[src/rtl/cmp_sched_pkg.sv]
// Shared types and sizing helpers for the comparator batch scheduler.
package cmp_sched_pkg;

  localparam logic [1:0] EncIdle    = 2'd0;
  localparam logic [1:0] EncLoad    = 2'd1;
  localparam logic [1:0] EncCompare = 2'd2;
  localparam logic [1:0] EncDrain   = 2'd3;

  typedef enum logic [1:0] {
    StIdle    = EncIdle,
    StLoad    = EncLoad,
    StCompare = EncCompare,
    StDrain   = EncDrain
  } state_e;

  function automatic int unsigned ceil_div(input int unsigned num, input int unsigned den);
    return (num + den - 1) / den;
  endfunction

  // Index width that never collapses to zero bits for single-entry ranges.
  function automatic int unsigned idx_width(input int unsigned n);
    return (n > 1) ? $clog2(n) : 1;
  endfunction

  function automatic int unsigned cnt_width(input int unsigned n);
    return $clog2(n + 1);
  endfunction

endpackage

[src/rtl/cmp_sched_ctr.sv]
// Wrap counter: counts 0..MaxVal on en, wraps to 0, clear has priority.
module cmp_sched_ctr #(
  parameter int unsigned MaxVal = 7,
  parameter int unsigned Width  = 3
) (
  input  logic             clk,
  input  logic             rstn,
  input  logic             en,
  input  logic             clr,
  output logic [Width-1:0] cnt,
  output logic             wrap
);

  logic [Width-1:0] cnt_q;

  assign cnt  = cnt_q;
  assign wrap = en && (cnt_q == Width'(MaxVal));

  always_ff @(posedge clk) begin
    if (!rstn) begin
      cnt_q <= '0;
    end else if (clr || wrap) begin
      cnt_q <= '0;
    end else if (en) begin
      cnt_q <= cnt_q + Width'(1);
    end
  end

endmodule

[src/rtl/cmp_sched.sv]
// Batch scheduler: first UNIT_NO vectors load the units as references, the
// rest are broadcast as queries until batch-last, then drain.
module cmp_sched
  import cmp_sched_pkg::*;
#(
  parameter int unsigned BUS_WIDTH    = 128,
  parameter int unsigned VECTOR_WIDTH = 920,
  parameter int unsigned VEC_ID_WIDTH = 8,
  parameter int unsigned UNIT_NO      = 4,
  parameter int unsigned SUB_VEC_NO   = ceil_div(VECTOR_WIDTH, BUS_WIDTH),
  localparam int unsigned SubW        = idx_width(SUB_VEC_NO),
  localparam int unsigned UnitW       = idx_width(UNIT_NO),
  localparam int unsigned CntW        = cnt_width(UNIT_NO)
) (
  input  logic                    clk,
  input  logic                    rstn,
  input  logic [BUS_WIDTH-1:0]    up_Vector,
  input  logic [VEC_ID_WIDTH-1:0] up_VecID,
  input  logic                    up_Valid,
  input  logic                    up_Last,
  output logic                    up_Ready,
  output logic [BUS_WIDTH-1:0]    ref_Vector,
  output logic [SubW-1:0]         ref_SubIdx,
  output logic [UNIT_NO-1:0]      ref_WrEn,
  output logic [BUS_WIDTH-1:0]    cmp_Vector,
  output logic [VEC_ID_WIDTH-1:0] cmp_VecID,
  output logic                    cmp_Valid,
  output logic                    cmp_Last,
  input  logic [UNIT_NO-1:0]      cmp_Ready,
  output logic [CntW-1:0]         ref_Cnt,
  output logic                    batch_Done,
  output logic                    busy
);

  state_e           state_q;
  logic [SubW-1:0]  sub_cnt;
  logic [UnitW-1:0] unit_sel;
  logic             sub_wrap, unit_wrap;
  logic             all_ready, accept, load_beat, vec_end, batch_end;

  assign all_ready = &cmp_Ready;
  assign up_Ready  = (state_q == StCompare) ? all_ready : (state_q != StDrain);
  assign accept    = up_Valid && up_Ready;
  // The IDLE beat is the first reference beat of the batch.
  assign load_beat = accept && ((state_q == StIdle) || (state_q == StLoad));
  assign batch_end = accept && up_Last;
  assign vec_end   = sub_wrap || up_Last;

  assign cmp_Valid  = (state_q == StCompare) && up_Valid && all_ready;
  assign cmp_Vector = up_Vector;
  assign cmp_VecID  = up_VecID;
  assign cmp_Last   = up_Last && cmp_Valid;
  assign batch_Done = (state_q == StDrain) && all_ready;
  assign busy       = (state_q != StIdle);

  cmp_sched_ctr #(
    .MaxVal (SUB_VEC_NO - 1),
    .Width  (SubW)
  ) u_sub_ctr (
    .clk  (clk),
    .rstn (rstn),
    .en   (accept),
    .clr  (batch_end),
    .cnt  (sub_cnt),
    .wrap (sub_wrap)
  );

  cmp_sched_ctr #(
    .MaxVal (UNIT_NO - 1),
    .Width  (UnitW)
  ) u_unit_ctr (
    .clk  (clk),
    .rstn (rstn),
    .en   (load_beat && sub_wrap),
    .clr  (batch_end),
    .cnt  (unit_sel),
    .wrap (unit_wrap)
  );

  always_ff @(posedge clk) begin
    if (!rstn) begin
      state_q    <= StIdle;
      ref_Vector <= '0;
      ref_SubIdx <= '0;
      ref_WrEn   <= '0;
      ref_Cnt    <= '0;
    end else begin
      ref_WrEn <= '0;
      if (load_beat) begin
        ref_Vector <= up_Vector;
        ref_SubIdx <= sub_cnt;
        ref_WrEn   <= UNIT_NO'(1) << unit_sel;
        if (vec_end && (ref_Cnt != CntW'(UNIT_NO))) begin
          ref_Cnt <= ref_Cnt + CntW'(1);
        end
      end
      unique case (state_q)
        StIdle, StLoad: begin
          // Batch-last wins over the final reference beat.
          if (load_beat) begin
            if (up_Last) begin
              state_q <= StDrain;
            end else if (unit_wrap) begin
              state_q <= StCompare;
            end else begin
              state_q <= StLoad;
            end
          end
        end
        StCompare: begin
          if (batch_end) begin
            state_q <= StDrain;
          end
        end
        StDrain: begin
          if (all_ready) begin
            state_q <= StIdle;
            ref_Cnt <= '0;
          end
        end
        default: state_q <= StIdle;
      endcase
    end
  end

endmodule

[config.mk]
export PLATFORM = sky130hd
export DESIGN_NAME = cmp_sched
export DESIGN_NICKNAME = d
export VERILOG_FILES = /design/src/rtl/cmp_sched_pkg.sv /design/src/rtl/cmp_sched_ctr.sv /design/src/rtl/cmp_sched.sv
export SDC_FILE = /design/constraint.sdc
export NUM_CORES = 1
export LEC_CHECK = 0
export CAP_MARGIN = 40
export CORE_AREA = 2 2 162 164
export CTS_BUF_LIST = sky130_fd_sc_hd__clkbuf_8 sky130_fd_sc_hd__clkbuf_16
export DETAILED_ROUTE_END_ITERATION = 8
export DIE_AREA = 0 0 164 166
export GPL_ROUTABILITY_DRIVEN = 0
export PLACE_DENSITY = 0.63
export REMOVE_ABC_BUFFERS = 1
export SLEW_MARGIN = 20
export SYNTH_ARGS = -nofsm -noshare
export SYNTH_HDL_FRONTEND = slang
export SYNTH_SLANG_ARGS = --single-unit
[constraint.sdc]
create_clock -name clk -period 1.87 [get_ports clk]
set_input_delay 0.374 -clock clk [delete_from_list [all_inputs] [get_ports clk]]
set_output_delay 0.374 -clock clk [all_outputs]
set_load 0.01 [all_outputs]
Yosys cells after proc, flatten, opt, wreduce, memory -nomap -nowiden
Index checks and enable logic that the tools add are counted.
- output and inout port bits: 279
- input bits: 144
- flip-flop bits (word level): 145
- bitwise logic cells: 1
- shifts and indexed selects: 1
- add/sub/neg operators: 3
- mux-type cells: 11
- eq/ne operators: 10
- reductions and logical operators: 23
- operators with widths (operator ; number):
    $mux 3 ; 4
    $logic_and 1x1->1 ; 11
    $mux 2 ; 5
    $add 3x1->3 const B ; 2
    $eq 2x2->1 const B ; 3
    $ne 2x2->1 const B ; 3
    $pmux 2 s3 ; 1
    $reduce_or 2->1 ; 3
    $logic_or 1x1->1 ; 4
    $reduce_and 4->1 ; 1
    $shl 1x2->4 const A ; 1
    $eq 3x3->1 const B ; 1
    $ne 3x3->1 const B ; 1
    $reduce_and 3->1 ; 1
    $add 2x1->2 const B ; 1
    $eq 2x1->1 const B ; 1
    $logic_not 2->1 ; 1
    $ne 2x1->1 const B ; 1
    $reduce_and 2->1 ; 1
    $reduce_bool 2->1 ; 1
    $mux 1 ; 1
    $not 1->1 ; 1

Longest topological paths before layout
- depth in word-level cells: 10
- mapped depth: 6

By module
From an unflattened synthesis, not the netlist that was laid out.
- cells, all modules: 787
- area, all modules: 6577.6 µm²
- modules (own cells, without submodules) (module ; instances ; cells each ; area each (µm²)):
    cmp_sched ; 1 ; 760 ; 6311.1
    cmp_sched_ctr at u_sub_ctr ; 1 ; 16 ; 158.9
    cmp_sched_ctr at u_unit_ctr ; 1 ; 11 ; 107.6

Worst setup path after synthesis
OpenSTA, ideal clock, no wires.
- kind: register -> register
- start point: register u_sub_ctr.cnt_q[0], in the netlist u_sub_ctr.cnt[0]
- end point: register ref_Cnt[1]
- path slack: 0.457 ns
- cell stages (with the launch flop): 7
- period minus slack after synthesis: 1.413 ns
- data required time: 1.741 ns
- arrival: 1.284 ns
- setup time: 0.129 ns
- cell sequence: dfxtp_1 > ha_1 > ha_1 > nor2_1 > a211oi_4 > mux2i_1 > nor2_1
- longest elaborated chain between the ends: 8
- RTL lines (item ; RTL line ; RTL):
    start: declaration ; cmp_sched_ctr.sv:14 ; logic [Width-1:0] cnt_q;
    start signal: assignment ; cmp_sched_ctr.sv:25 ; cnt_q <= cnt_q + Width'(1);
    $eq 3x3->1 * ; cmp_sched_ctr.sv:17 ; assign wrap = en && (cnt_q == Width'(MaxVal));
    $logic_and 1x1->1 * ; cmp_sched_ctr.sv:17 ;
    $logic_or 1x1->1 * ; cmp_sched.sv:47 ; assign vec_end = sub_wrap || up_Last;
    $logic_and 1x1->1 * ; cmp_sched.sv:93 ; if (vec_end && (ref_Cnt != CntW'(UNIT_NO))) begin
    $mux 3 * ; cmp_sched.sv:93 ;
    $mux 3 * ; cmp_sched.sv:89 ; if (load_beat) begin
    $mux 3 ; cmp_sched.sv:116 ; if (all_ready) begin
    $mux 3 * ; cmp_sched.sv:97 ; unique case (state_q)
    end signal: assignment ; cmp_sched.sv:94 ; ref_Cnt <= ref_Cnt + CntW'(1);
    end: declaration ; cmp_sched.sv:30 ; output logic [CntW-1:0] ref_Cnt,
Mark *: on every way between the ends. The rest lies on a longest branch, timed or not.
A chain may end at the register's enable or synchronous reset.

Final worst setup path
- start point: input cmp_Ready[1]
- end point: output batch_Done
- longest elaborated chain between the ends: 2
- RTL lines (item ; RTL line ; RTL):
    start: declaration ; cmp_sched.sv:29 ; input logic [UNIT_NO-1:0] cmp_Ready,
    $reduce_and 4->1 ; cmp_sched.sv:41 ; assign all_ready = &cmp_Ready;
    $logic_and 1x1->1 ; cmp_sched.sv:53 ; assign batch_Done = (state_q == StDrain) && all_ready;
    end: declaration ; cmp_sched.sv:31 ; output logic batch_Done,
No other way between the ends.

==> summary.txt <==
DR vias - 5923
die area - 27200 µm²
CTS tree - done
Tcrit/Tclk final - 98.7%
Synth cell types - 31
Max FO, Critical Path - 6
Critical Path End Type - output port
CTS Buf Count - 17
Buf/Inv on CP - 3
Multi-input gate area - 2370 µm²
global route total overflow - 0
vias in the first global route - 5538
number of synthesized flops with an enable pin - 0
Longest Clk Path Bufs - 2
final cell count without fillers - 1428
Root Driver - clkbuf_16
Worst Setup SP - cmp_Ready[1]
final net count - 1229
setup bufs post-CTS - 0
I/O pin cnt - 423
CP max stage delay - 0.46 ns
Main synth FF type - dfxtp_1
TritonRoute pass-1 iters - 4
Finish-stage setup viols - 0
post-DP HPWL - 15300 µm
largest net degree at the start of global routing - 70
Ys Warns - 0
WS Path Type - input pin to output port
share of layout cells above drive strength 1 - 8.42%
HP Start - rstn
Reg-to-Reg Start - u_sub_ctr.cnt[0]
Max Clock Skew - 0.0103 ns
Crit-path slowest cell - clkdlybuf4s50_1
WP data required - 1.50 ns
largest delay contributor family on the critical path - buffers and inverters
first-pass GRT wire length - 30400 µm
Area Growth Syn to Fin - 67.0%
Max transition margin - 67.8%
I/O Buffers - 406
outcome - finished, final reports clean
chip height - 166 µm
CP Launch Type - input pin
Seq/Total Area, Yosys - 44.5%
fmax - 542 MHz
antenna violations before repair - 0
GRT Total Usage - 14.0%
worst slew pin tran - 0.480 ns
Synth async-reset ratio - 0%
fill count - 2539
Fin Setup TNS - 0 ns
maximum VDD drop - 0.000394 V
Pleak - 4.15 nW
DP Worst Slack - -0.367 ns
Detailed Route WL - 20000 µm
Worst-path clk slew - 0.07 ns
CTS Hold Buffers Added - 0
WL/cell - 14.0 µm
Sequential cell area - 2900 µm²
Yosys reg bits - 145
CP arrival - 1.47 ns
placed cells - 1396
flop2flop setup slack - 0.29 ns
post-route ant nets - 0
initial drt markers - 287
pwr dens - 776 nW/µm²
RSZ-0062 raised after global routing - true
vias per inst - 4.15
n_diodes - 0
Mapped Area - 6530 µm²
Max Cap Viol - 0
cells after synthesis - 786
Final Hold Violating Endpoints - 0
Cell Chain, Critical Path - clkdlybuf4s50_1 -> nand4_1 -> buf_4 -> nor2_1 -> clkdlybuf4s15_2
Final Slew Violations - 0
fin crit period - 1.85 ns
PnR worst setup slack - 0.0235 ns
core area - 25600 µm²
Syn Area/Cell - 8.30 µm²
H-Tree Depth - 4
Die W - 164 µm
Starting Density - 25.5%
insertion delay to the later sink of the worst-skew pair - 0.41 ns
Worst Hold Class - input pin to register
row cnt - 59
# DRC - 0
Sink Count - 145
## worst reg2reg max path, delay by kind of cell (launching register included)
kind	cells	cell delay [ns]
AO/OA/AOI/OAI	1	0.07
adder cells (fa/ha/maj)	2	0.45
flip-flops	1	0.34
multiplexers	1	0.17
AND/OR/NAND/NOR	2	0.45
## timing repair
| item | 4_1_cts | 5_1_grt |
|---|---|---|
| resized for setup | 17 | 3 |
| pin swaps | 0 | 1 |
| endpoints found under the setup margin | 5 | 5 |
| hold endpoints to repair | 0 | 0 |
## power by group
group | leakage, nW | switching [mW] | internal, mW
sequential | 1.19 | 0.0880 | 3.26
combinational | 2.68 | 0.721 | 1.04
clock | 0.275 | 1.42 | 1.93
total | 4.15 | 2.23 | 6.23
## per-stage QoR
step           power, mW  hold slack (ns)  utilization [%]  cell area (µm²)
2_1_floorplan       3.86            0.440                -             5270
3_3_place_gp        5.20            0.440             40.3            10300
3_5_place_dp        5.22            0.444             40.3            10300
4_1_cts             8.62            0.269             42.5            10900
5_1_grt             8.90            0.273             42.5            10900
6_report            8.46            0.295             42.5            10900
## Yosys cell counts (3+ instances only)
cell	instances	share of area, %
a21boi_0	80	9.2
a21boi_1	52	6.0
a21oi_1	6	0.46
buf_2	24	1.8
buf_4	144	17
clkbuf_1	14	0.81
dfxtp_1	145	44
ha_1	5	0.96
inv_1	5	0.29
nand2_1	270	16
nand2b_1	3	0.29
nand3_1	4	0.31
nand4_1	3	0.29
nor2_1	7	0.40
o21ai_0	5	0.38
## worst paths after layout
check / endpoint / cells past startpoint
setup / recovery: batch_Done / 5
hold / removal: ref_Vector[44] / 2
setup reg to reg: ref_Cnt[1] / 6
hold reg to reg: ref_Vector[43] / 2
## area by class of cell
class	count	area share, %
Timing Repair Buffer	457	42.3
Sequential cell	145	26.6
Multi-Input combinational cell	454	21.7
Clock buffer	19	4.16
Tap cell	335	3.85
Clock inverter	13	1.15
Inverter	5	0.172
## placed cells by master, fill, tap and decap left out, types with 14 or more instances in the layout
cell type,netlist,layout
a21boi_1,52,52
a21boi_0,80,80
buf_12,0,14
dfxtp_1,145,145
buf_4,144,38
clkdlybuf4s50_1,0,398
clkbuf_16,0,17
nand2_1,270,270
## kinds of logic (layout without fill, tap and decap cells)
family / Yosys count / after routing / synth area share [%]
and+or+nand+nor: 295 / 295 / 17.6
buffers and inverters: 187 / 494 / 19.5
AOI/OAI and AO/OA: 151 / 151 / 17.0
DFF: 145 / 145 / 44.5
adders and majority gates: 5 / 5 / 0.959
xor gates and xnor gates: 2 / 2 / 0.268
muxes: 1 / 1 / 0.153
## state kept, by name, summed over array words and instances (netlist names)
register        count
ref_Vector        128
ref_WrEn            4
ref_Cnt             3
ref_SubIdx          3
u_sub_ctr.cnt       3
state_q             2
u_unit_ctr.cnt      2
## metal layers
layer	wire, µm	vias up	GRT usage (%)
met5	0	-	0
met4	229	0	3.59
met3	1420	14	4.12
met2	9850	229	23.9
met1	8500	2694	17.2
li1	-	2986	-
Power figures use the tool's default switching activity.
